$ cat config.mk
export PLATFORM = sky130hd
export DESIGN_NAME = qpu_dtcm_icb_arb_flat
export DESIGN_NICKNAME = d
export VERILOG_FILES = /design/src/rtl/qpu_dtcm_icb_arb_if.sv /design/src/rtl/qpu_dtcm_icb_arb.sv /design/src/flat_wrapper.sv
export SDC_FILE = /design/constraint.sdc
export NUM_CORES = 1
export LEC_CHECK = 0
export CAP_MARGIN = 20
export CORE_AREA = 2 2 105 107
export DETAILED_ROUTE_END_ITERATION = 8
export DIE_AREA = 0 0 107 109
export SYNTH_ARGS = -nofsm -noshare
export SYNTH_HDL_FRONTEND = slang
export SYNTH_SLANG_ARGS = --single-unit
$ cat constraint.sdc
create_clock -name clk -period 2.4 [get_ports clk]
set_input_delay 0.24 -clock clk [delete_from_list [all_inputs] [get_ports clk]]
set_output_delay 0.24 -clock clk [all_outputs]
set_load 0.01 [all_outputs]
$ cat src/rtl/qpu_dtcm_icb_arb_if.sv
// One ICB link (command + response channels) between a master and a slave.
interface qpu_dtcm_icb_arb_if #(
    parameter int AW = 16,
    parameter int DW = 32
);
    logic          cmd_valid;
    logic          cmd_ready;
    logic [AW-1:0] cmd_addr;
    logic          cmd_read;
    logic [DW-1:0] cmd_wdata;
    logic [DW/8-1:0] cmd_wmask;
    logic          rsp_valid;
    logic          rsp_ready;
    logic [DW-1:0] rsp_rdata;

    modport master (
        output cmd_valid, cmd_addr, cmd_read, cmd_wdata, cmd_wmask, rsp_ready,
        input  cmd_ready, rsp_valid, rsp_rdata
    );
    modport slave (
        input  cmd_valid, cmd_addr, cmd_read, cmd_wdata, cmd_wmask, rsp_ready,
        output cmd_ready, rsp_valid, rsp_rdata
    );
endinterface

$ cat src/rtl/qpu_dtcm_icb_arb.sv
// Two-requester round-robin ICB arbiter in front of the DTCM slave port.
// Responses return in order, steered by a FIFO of granted requester IDs.
module qpu_dtcm_icb_arb #(
    parameter int AW         = 16,
    parameter int DW         = 32,
    parameter int OUTS_DEPTH = 2,
    parameter int CW         = $clog2(OUTS_DEPTH + 1)
) (
    input  logic                       clk,
    input  logic                       rst_n,
    qpu_dtcm_icb_arb_if.slave          r0_icb,
    qpu_dtcm_icb_arb_if.slave          r1_icb,
    qpu_dtcm_icb_arb_if.master         dtcm_icb,
    output logic                       arb_active,
    output logic                       arb_err,
    output logic [CW-1:0]              outs_cnt
);
    localparam int PW = (OUTS_DEPTH > 1) ? $clog2(OUTS_DEPTH) : 1;

    logic                  gnt, gnt_q, last_gnt, lock;
    logic                  gnt_valid, full, empty, push, pop, head;
    logic [PW-1:0]         wr_ptr, rd_ptr;
    logic [OUTS_DEPTH-1:0] id_fifo;

    function automatic logic [PW-1:0] ptr_inc(input logic [PW-1:0] p);
        return (p == PW'(OUTS_DEPTH - 1)) ? '0 : p + 1'b1;
    endfunction

    assign full  = (outs_cnt == CW'(OUTS_DEPTH));
    assign empty = (outs_cnt == '0);
    assign head  = id_fifo[rd_ptr];

    // Locked grant holds through a stall; otherwise rotate away from last_gnt.
    always_comb begin
        gnt = ~last_gnt;
        if (lock)
            gnt = gnt_q;
        else if (r0_icb.cmd_valid && !r1_icb.cmd_valid)
            gnt = 1'b0;
        else if (r1_icb.cmd_valid && !r0_icb.cmd_valid)
            gnt = 1'b1;
    end

    assign gnt_valid          = gnt ? r1_icb.cmd_valid : r0_icb.cmd_valid;
    assign dtcm_icb.cmd_valid = gnt_valid && !full;
    assign dtcm_icb.cmd_addr  = gnt ? r1_icb.cmd_addr  : r0_icb.cmd_addr;
    assign dtcm_icb.cmd_read  = gnt ? r1_icb.cmd_read  : r0_icb.cmd_read;
    assign dtcm_icb.cmd_wdata = gnt ? r1_icb.cmd_wdata : r0_icb.cmd_wdata;
    assign dtcm_icb.cmd_wmask = gnt ? r1_icb.cmd_wmask : r0_icb.cmd_wmask;
    assign r0_icb.cmd_ready   = !gnt && r0_icb.cmd_valid && dtcm_icb.cmd_ready && !full;
    assign r1_icb.cmd_ready   =  gnt && r1_icb.cmd_valid && dtcm_icb.cmd_ready && !full;

    // Responses with nothing outstanding are accepted and dropped.
    assign r0_icb.rsp_valid   = dtcm_icb.rsp_valid && !empty && !head;
    assign r1_icb.rsp_valid   = dtcm_icb.rsp_valid && !empty &&  head;
    assign r0_icb.rsp_rdata   = dtcm_icb.rsp_rdata;
    assign r1_icb.rsp_rdata   = dtcm_icb.rsp_rdata;
    assign dtcm_icb.rsp_ready = empty ? dtcm_icb.rsp_valid
                                      : (head ? r1_icb.rsp_ready : r0_icb.rsp_ready);

    assign push       = dtcm_icb.cmd_valid && dtcm_icb.cmd_ready;
    assign pop        = dtcm_icb.rsp_valid && dtcm_icb.rsp_ready && !empty;
    assign arb_active = r0_icb.cmd_valid || r1_icb.cmd_valid || !empty;

    always_ff @(posedge clk or negedge rst_n) begin
        if (!rst_n) begin
            last_gnt <= 1'b1;
            lock     <= 1'b0;
            gnt_q    <= 1'b0;
        end else if (push) begin
            last_gnt <= gnt;
            lock     <= 1'b0;
        end else if (dtcm_icb.cmd_valid) begin
            lock     <= 1'b1;
            gnt_q    <= gnt;
        end
    end

    always_ff @(posedge clk or negedge rst_n) begin
        if (!rst_n) begin
            wr_ptr   <= '0;
            rd_ptr   <= '0;
            id_fifo  <= '0;
            outs_cnt <= '0;
            arb_err  <= 1'b0;
        end else begin
            if (push) begin
                id_fifo[wr_ptr] <= gnt;
                wr_ptr          <= ptr_inc(wr_ptr);
            end
            if (pop)
                rd_ptr <= ptr_inc(rd_ptr);
            if (push && !pop)
                outs_cnt <= outs_cnt + 1'b1;
            else if (pop && !push)
                outs_cnt <= outs_cnt - 1'b1;
            if (dtcm_icb.rsp_valid && empty)
                arb_err <= 1'b1;
        end
    end
endmodule

$ cat src/flat_wrapper.sv
// flat-port wrapper written by rule: the top's interface ports become plain ports
module qpu_dtcm_icb_arb_flat 
#(
    parameter int AW         = 16,
    parameter int DW         = 32,
    parameter int OUTS_DEPTH = 2,
    parameter int CW         = $clog2(OUTS_DEPTH + 1)
)
  (clk, rst_n, arb_active, arb_err, outs_cnt, r0_icb_cmd_valid, r0_icb_cmd_addr, r0_icb_cmd_read, r0_icb_cmd_wdata, r0_icb_cmd_wmask, r0_icb_rsp_ready, r0_icb_cmd_ready, r0_icb_rsp_valid, r0_icb_rsp_rdata, r1_icb_cmd_valid, r1_icb_cmd_addr, r1_icb_cmd_read, r1_icb_cmd_wdata, r1_icb_cmd_wmask, r1_icb_rsp_ready, r1_icb_cmd_ready, r1_icb_rsp_valid, r1_icb_rsp_rdata, dtcm_icb_cmd_valid, dtcm_icb_cmd_addr, dtcm_icb_cmd_read, dtcm_icb_cmd_wdata, dtcm_icb_cmd_wmask, dtcm_icb_rsp_ready, dtcm_icb_cmd_ready, dtcm_icb_rsp_valid, dtcm_icb_rsp_rdata);
  qpu_dtcm_icb_arb_if #(.AW(AW), .DW(DW)) r0_icb_i ();
  qpu_dtcm_icb_arb_if #(.AW(AW), .DW(DW)) r1_icb_i ();
  qpu_dtcm_icb_arb_if #(.AW(AW), .DW(DW)) dtcm_icb_i ();
  input  logic clk;
  input  logic rst_n;
  output logic arb_active;
  output logic arb_err;
  output logic [CW-1:0] outs_cnt;
  input wire logic [$bits(r0_icb_i.cmd_valid)-1:0] r0_icb_cmd_valid;
  input wire logic [$bits(r0_icb_i.cmd_addr)-1:0] r0_icb_cmd_addr;
  input wire logic [$bits(r0_icb_i.cmd_read)-1:0] r0_icb_cmd_read;
  input wire logic [$bits(r0_icb_i.cmd_wdata)-1:0] r0_icb_cmd_wdata;
  input wire logic [$bits(r0_icb_i.cmd_wmask)-1:0] r0_icb_cmd_wmask;
  input wire logic [$bits(r0_icb_i.rsp_ready)-1:0] r0_icb_rsp_ready;
  output wire logic [$bits(r0_icb_i.cmd_ready)-1:0] r0_icb_cmd_ready;
  output wire logic [$bits(r0_icb_i.rsp_valid)-1:0] r0_icb_rsp_valid;
  output wire logic [$bits(r0_icb_i.rsp_rdata)-1:0] r0_icb_rsp_rdata;
  input wire logic [$bits(r1_icb_i.cmd_valid)-1:0] r1_icb_cmd_valid;
  input wire logic [$bits(r1_icb_i.cmd_addr)-1:0] r1_icb_cmd_addr;
  input wire logic [$bits(r1_icb_i.cmd_read)-1:0] r1_icb_cmd_read;
  input wire logic [$bits(r1_icb_i.cmd_wdata)-1:0] r1_icb_cmd_wdata;
  input wire logic [$bits(r1_icb_i.cmd_wmask)-1:0] r1_icb_cmd_wmask;
  input wire logic [$bits(r1_icb_i.rsp_ready)-1:0] r1_icb_rsp_ready;
  output wire logic [$bits(r1_icb_i.cmd_ready)-1:0] r1_icb_cmd_ready;
  output wire logic [$bits(r1_icb_i.rsp_valid)-1:0] r1_icb_rsp_valid;
  output wire logic [$bits(r1_icb_i.rsp_rdata)-1:0] r1_icb_rsp_rdata;
  output wire logic [$bits(dtcm_icb_i.cmd_valid)-1:0] dtcm_icb_cmd_valid;
  output wire logic [$bits(dtcm_icb_i.cmd_addr)-1:0] dtcm_icb_cmd_addr;
  output wire logic [$bits(dtcm_icb_i.cmd_read)-1:0] dtcm_icb_cmd_read;
  output wire logic [$bits(dtcm_icb_i.cmd_wdata)-1:0] dtcm_icb_cmd_wdata;
  output wire logic [$bits(dtcm_icb_i.cmd_wmask)-1:0] dtcm_icb_cmd_wmask;
  output wire logic [$bits(dtcm_icb_i.rsp_ready)-1:0] dtcm_icb_rsp_ready;
  input wire logic [$bits(dtcm_icb_i.cmd_ready)-1:0] dtcm_icb_cmd_ready;
  input wire logic [$bits(dtcm_icb_i.rsp_valid)-1:0] dtcm_icb_rsp_valid;
  input wire logic [$bits(dtcm_icb_i.rsp_rdata)-1:0] dtcm_icb_rsp_rdata;
  assign r0_icb_i.cmd_valid = r0_icb_cmd_valid;
  assign r0_icb_i.cmd_addr = r0_icb_cmd_addr;
  assign r0_icb_i.cmd_read = r0_icb_cmd_read;
  assign r0_icb_i.cmd_wdata = r0_icb_cmd_wdata;
  assign r0_icb_i.cmd_wmask = r0_icb_cmd_wmask;
  assign r0_icb_i.rsp_ready = r0_icb_rsp_ready;
  assign r0_icb_cmd_ready = r0_icb_i.cmd_ready;
  assign r0_icb_rsp_valid = r0_icb_i.rsp_valid;
  assign r0_icb_rsp_rdata = r0_icb_i.rsp_rdata;
  assign r1_icb_i.cmd_valid = r1_icb_cmd_valid;
  assign r1_icb_i.cmd_addr = r1_icb_cmd_addr;
  assign r1_icb_i.cmd_read = r1_icb_cmd_read;
  assign r1_icb_i.cmd_wdata = r1_icb_cmd_wdata;
  assign r1_icb_i.cmd_wmask = r1_icb_cmd_wmask;
  assign r1_icb_i.rsp_ready = r1_icb_rsp_ready;
  assign r1_icb_cmd_ready = r1_icb_i.cmd_ready;
  assign r1_icb_rsp_valid = r1_icb_i.rsp_valid;
  assign r1_icb_rsp_rdata = r1_icb_i.rsp_rdata;
  assign dtcm_icb_cmd_valid = dtcm_icb_i.cmd_valid;
  assign dtcm_icb_cmd_addr = dtcm_icb_i.cmd_addr;
  assign dtcm_icb_cmd_read = dtcm_icb_i.cmd_read;
  assign dtcm_icb_cmd_wdata = dtcm_icb_i.cmd_wdata;
  assign dtcm_icb_cmd_wmask = dtcm_icb_i.cmd_wmask;
  assign dtcm_icb_rsp_ready = dtcm_icb_i.rsp_ready;
  assign dtcm_icb_i.cmd_ready = dtcm_icb_cmd_ready;
  assign dtcm_icb_i.rsp_valid = dtcm_icb_rsp_valid;
  assign dtcm_icb_i.rsp_rdata = dtcm_icb_rsp_rdata;
  qpu_dtcm_icb_arb #(.AW(AW), .DW(DW), .OUTS_DEPTH(OUTS_DEPTH), .CW(CW)) u_core (.clk(clk), .rst_n(rst_n), .r0_icb(r0_icb_i), .r1_icb(r1_icb_i), .dtcm_icb(dtcm_icb_i), .arb_active(arb_active), .arb_err(arb_err), .outs_cnt(outs_cnt));
endmodule
## Word level (Yosys, flattened, before mapping)

Cells that the tools add are included.

| word-level totals | value |
|---|---|
| bits in registers | 10 |
| input bits | 146 |
| word-level logic and storage cells | 72 |

| operators by class | value |
|---|---|
| $add $sub $neg | 4 |
| order comparisons | 3 |
| equality and inequality tests | 1 |
| multiplexer cells | 21 |
| bitwise gates (word level) | 2 |
| reduce and logical (&&, ||, !) cells | 33 |

Operators by type and width:

| kind | number |
|---|---|
| two-way mux 32 bit | 1 |
| logical AND 1 bit | 19 |
| two-way mux 16 bit | 1 |
| two-way mux 1 bit | 14 |
| zero test 1 bit | 8 |
| less-than comparator 1 x 2 -> 1 bit, second input constant | 2 |
| two-way mux 2 bit | 2 |
| two-way mux 4 bit | 1 |
| nonzero test 2 bit | 2 |
| adder 1 bit, second input constant | 2 |
| adder 2 x 1 -> 2 bit, second input constant | 1 |
| bitwise mux 2 bit | 1 |
| equality test 2 bit, second input constant | 1 |
| zero test 2 bit | 1 |
| logical OR 1 bit | 2 |
| inverter 1 bit | 2 |
| AND reduction 2 bit | 1 |
| subtractor 2 x 1 -> 2 bit, second input constant | 1 |
| demux 1 bit (select 1 bit) | 1 |
| greater-or-equal comparator 1 bit, second input constant | 1 |

## Longest topological paths before layout

| depth | value |
|---|---|
| depth in word-level cells | 12 |
| depth in mapped cells | 7 |
| gate-level depth less buffers | 7 |

## Worst setup path before layout

No wires, ideal clock.

| timing path | value |
|---|---|
| kind | register -> output |
| start | reg u_core.last_gnt |
| end | out dtcm_icb_cmd_wdata[13] |
| arrival | 1.459 ns |
| data required time | 2.160 ns |
| setup slack | 0.701 ns |
| stages on the path, launching flop included | 6 |
| buffers on the path | 2 |
| path through | dfstp_2 > nor2_1 > o31a_1 > buf_6 > buf_6 > mux2_4 |

| between the ends | value |
|---|---|
| longest elaborated chain between the ends | 5 |

RTL lines:

| item | line | text |
|---|---|---|
| from (decl) | qpu_dtcm_icb_arb.sv:20 | `logic gnt, gnt_q, last_gnt, lock;` |
| from (signal assigned) | qpu_dtcm_icb_arb.sv:71 | `last_gnt <= gnt;` |
| inverter 1 bit | qpu_dtcm_icb_arb.sv:35 | `gnt = ~last_gnt;` |
| two-way mux 1 bit | qpu_dtcm_icb_arb.sv:40 | `else if (r1_icb.cmd_valid && !r0_icb.cmd_valid)` |
| two-way mux 1 bit | qpu_dtcm_icb_arb.sv:38 | `else if (r0_icb.cmd_valid && !r1_icb.cmd_valid)` |
| two-way mux 1 bit | qpu_dtcm_icb_arb.sv:36 | `if (lock)` |
| two-way mux 32 bit | qpu_dtcm_icb_arb.sv:48 | `assign dtcm_icb.cmd_wdata = gnt ? r1_icb.cmd_wdata : r0_icb.cmd_wdata;` |
| to (decl) | flat_wrapper.sv:39 | `output wire logic [$bits(dtcm_icb_i.cmd_wdata)-1:0] dtcm_icb_cmd_wdata;` |

Every way passes these cells.

## Worst setup path in the final report

| timing path | value |
|---|---|
| start | in r1_icb_cmd_valid |
| end | out dtcm_icb_cmd_wdata[21] |

| between the ends | value |
|---|---|
| longest elaborated chain between the ends | 5 |

RTL lines:

| item | line | text |
|---|---|---|
| from (decl) | flat_wrapper.sv:27 | `input wire logic [$bits(r1_icb_i.cmd_valid)-1:0] r1_icb_cmd_valid;` |
| logical AND 1 bit / zero test 1 bit (equally long branches) | qpu_dtcm_icb_arb.sv:40, qpu_dtcm_icb_arb.sv:38 |  |
| two-way mux 1 bit / logical AND 1 bit (equally long branches) | qpu_dtcm_icb_arb.sv:40, qpu_dtcm_icb_arb.sv:38 |  |
| two-way mux 1 bit (*) | qpu_dtcm_icb_arb.sv:38 |  |
| two-way mux 1 bit (*) | qpu_dtcm_icb_arb.sv:36 |  |
| two-way mux 32 bit (*) | qpu_dtcm_icb_arb.sv:48 |  |

Mark *: on every way between the ends. The rest lies on a longest branch, timed or not.

==> metrics <==
critical path's largest stage delay 0.51 ns; worst-margin pin slew 0.457 ns; DRC errors left 0; Slew Viols, Final 0; Power Density 916 nW/um^2; worst setup margin 0.00139 ns; Critical Path AT 2.16 ns; Buf/Inv on CP 4; Netlist cell types 30; final cell utilization of the core 29.8%; vias in the first global route 1,744; post-route minimum period 2.40 ns; I/O pins 273; synthesized flop and latch total 10; max-cap viol count 0; Critical Path RT 2.16 ns; worst relative slew slack 69.4%; Yosys Warn Count 0; dominant synthesized flop cell dfrtp_1; Leak 1.30 nW; Hold Buf Count CTS 0; 1st-iter DRT viols 14; syn nets 323; count leader, synth buf_4; ys async rst share 100%; Worst R2R Setup Slack 0.55 ns; Post-Syn Area 1680 um^2; pre-CTS setup slack -0.0839 ns; CTS Buffer Depth 2; CTS clk-pin slew, worst paths 0.05 ns; vias 1,625; status completed; chip width 107 um; CP Cell Sequence clkdlybuf4s50_1 > inv_2 > a21oi_1 > o31a_2 > buf_6 > mux2_2 > clkdlybuf4s50_1; initial antenna violation count 0; first-pass GRT wire length 9430 um; CTS tree done; CP Class primary input to output pin; Remaining Overflow, GRT 0; Nets 440; PortBufs 176; Root Buffer clkbuf_8; post-DR vias/cell 3.76; Worst Path Max Fanout 9; Max VDD drop 0.337 mV; Top delay family on crit path buffers and inverters; post-synthesis sequential area ratio 15.0%; Worst R2R End u_core.outs_cnt[1]$_DFFE_PN0P_; Worst Clk Skew 0.00464 ns; Detail Route met3 WL 665 um; unrepaired setup endpoints after global routing true; clk sinks 10; wire per inst 15.4 um; FF-to-FF Start u_core.rd_ptr$_DFFE_PN0P_; largest net degree at the start of global routing 32; worst reg2reg path depth 7; cell taking the most area after synthesis mux2_2; final hold violations 0; Yosys top cell area share 34.9%; Hold Path Class primary input to asynchronous set/reset pin; Routed Antenna Nets 0; total die area 11,700 um^2; clock latency on the worst-skew pair 0.23 ns; number of diodes 0; Peak Freq 0.417 GHz; CTS buffer count 3; core area 10,600 um^2; cell mode on critical path clkdlybuf4s50_1; CTS H-tree lvls 1; DR WL met2 3410 um; EDFF count, synth 0; layout cells sized above 1 24.0%; Die Ht 109 um; DRT Wirelength 6630 um; CP Launch Type primary input; gpl congestion 0.754; top post-synthesis cells by count buf_4, mux2_2, dfrtp_1; total track usage 10.5%; Post-Syn Area per Cell 9.53 um^2; initial core utilization 15.8%; hpwl dp 5830 um; CP endpoint kind output pin; cells after synthesis 176; topmost layer with routed signal wires met4; Slowest-stage cell, CP clkdlybuf4s50_1; std cell rows 38; area grow syn2layout 88.4%; Final setup viols 0; fin crit share 99.9%; DRT met1 WL 2500 um; DR pass1 iterations 3; leading post-synthesis cells by cell area mux2_2, buf_4, dfrtp_1, mux2_4, mux2i_1
## power by group
| part | internal [mW] | switching, mW |
|---|---|---|
| combinational | 1.42 | 0.968 |
| sequential | 0.258 | 0.0775 |
| clock | 0.116 | 0.0590 |
| total | 1.79 | 1.10 |
## how the worst max path moves through the flow
stage                                            from                endpoint  cells after the start
after global placement               r1_icb_cmd_valid   dtcm_icb_cmd_addr[10]                      7
after floorplan           u_core.last_gnt$_DFFE_PN1P_  dtcm_icb_cmd_wdata[13]                      5
final                                r1_icb_cmd_valid  dtcm_icb_cmd_wdata[21]                      7
after CTS                 u_core.last_gnt$_DFFE_PN1P_  dtcm_icb_cmd_wdata[15]                      5
after detailed placement             r1_icb_cmd_valid   dtcm_icb_cmd_addr[15]                      7
after global routing                 r1_icb_cmd_valid  dtcm_icb_cmd_wdata[21]                      7
## area by class of cell
class / count / area (um^2)
clock buffer: 4 / 45.0
inverter: 2 / 7.51
multi-input combinational: 94 / 897
timing repair buffer: 182 / 1790
fill: 1108 / 7440
tap: 140 / 175
sequential: 10 / 251
## worst register-to-register path, stage by stage, from the launching register on
cell and delay, ns:
dfrtp_1 0.37, mux2i_1 0.31, mux2i_1 0.14, or2_2 0.32
ha_1 0.22, xor2_1 0.14, nor2_1 0.11, xor2_1 0.16
## placed cells by master, fill, tap and decap left out, drive strengths merged, types with 2 or more instances in the layout
cell,n
clkdlybuf4s50,131
dlygate4sd2,42
nand2b,2
nor2,8
buf,6
mux2i,3
nand2,2
nand3,2
a21oi,2
dfrtp,9
dlymetal6s2s,3
xor2,3
inv,2
mux2,56
clkbuf,4
xnor2,2
nor3,2
## routing by layer
metal,GRT usage [%],up-vias
met2,18.5,115
li1,-,768
met1,12.1,733
met4,1.58,0
met3,4.42,9
met5,0,-
## kinds of logic after synthesis
| family | after synthesis | share of synthesized area (%) |
|---|---|---|
| AOI/OAI and AO/OA | 8 | 3.43 |
| muxes | 59 | 40.3 |
| xor gates and xnor gates | 5 | 2.61 |
| buffers and inverters | 72 | 31.6 |
| DFF | 10 | 15.0 |
| adders and majority gates | 1 | 0.746 |
| and+or+nand+nor | 21 | 6.34 |
## through the flow
stage	total power, mW	TNS (ns)	cell area, um^2	hold WS [ns]	instances
after floorplan	1.80	0	1680	-0.0556	176
after global placement	2.95	-1.24	3150	0.447	428
after detailed placement	2.95	-1.95	3150	0.456	428
after CTS	2.96	-0.234	3150	0.349	432
after global routing	3.12	-0.791	3160	0.382	432
final	2.90	0	3160	0.330	432
## what timing repair did
item / CTS / global route
endpoints found under the setup margin: 53 / 13
resized for setup: 44 / 4
buffers inserted: 0 / 0
## flip-flops by register name, indices dropped and copies added (netlist names)
name             cells
u_core.gnt_q         1
u_core.last_gnt      1
u_core.wr_ptr        1
u_core.arb_err       1
u_core.id_fifo       2
u_core.lock          1
u_core.outs_cnt      2
u_core.rd_ptr        1
No activity file was read; power rests on OpenSTA's default activity.
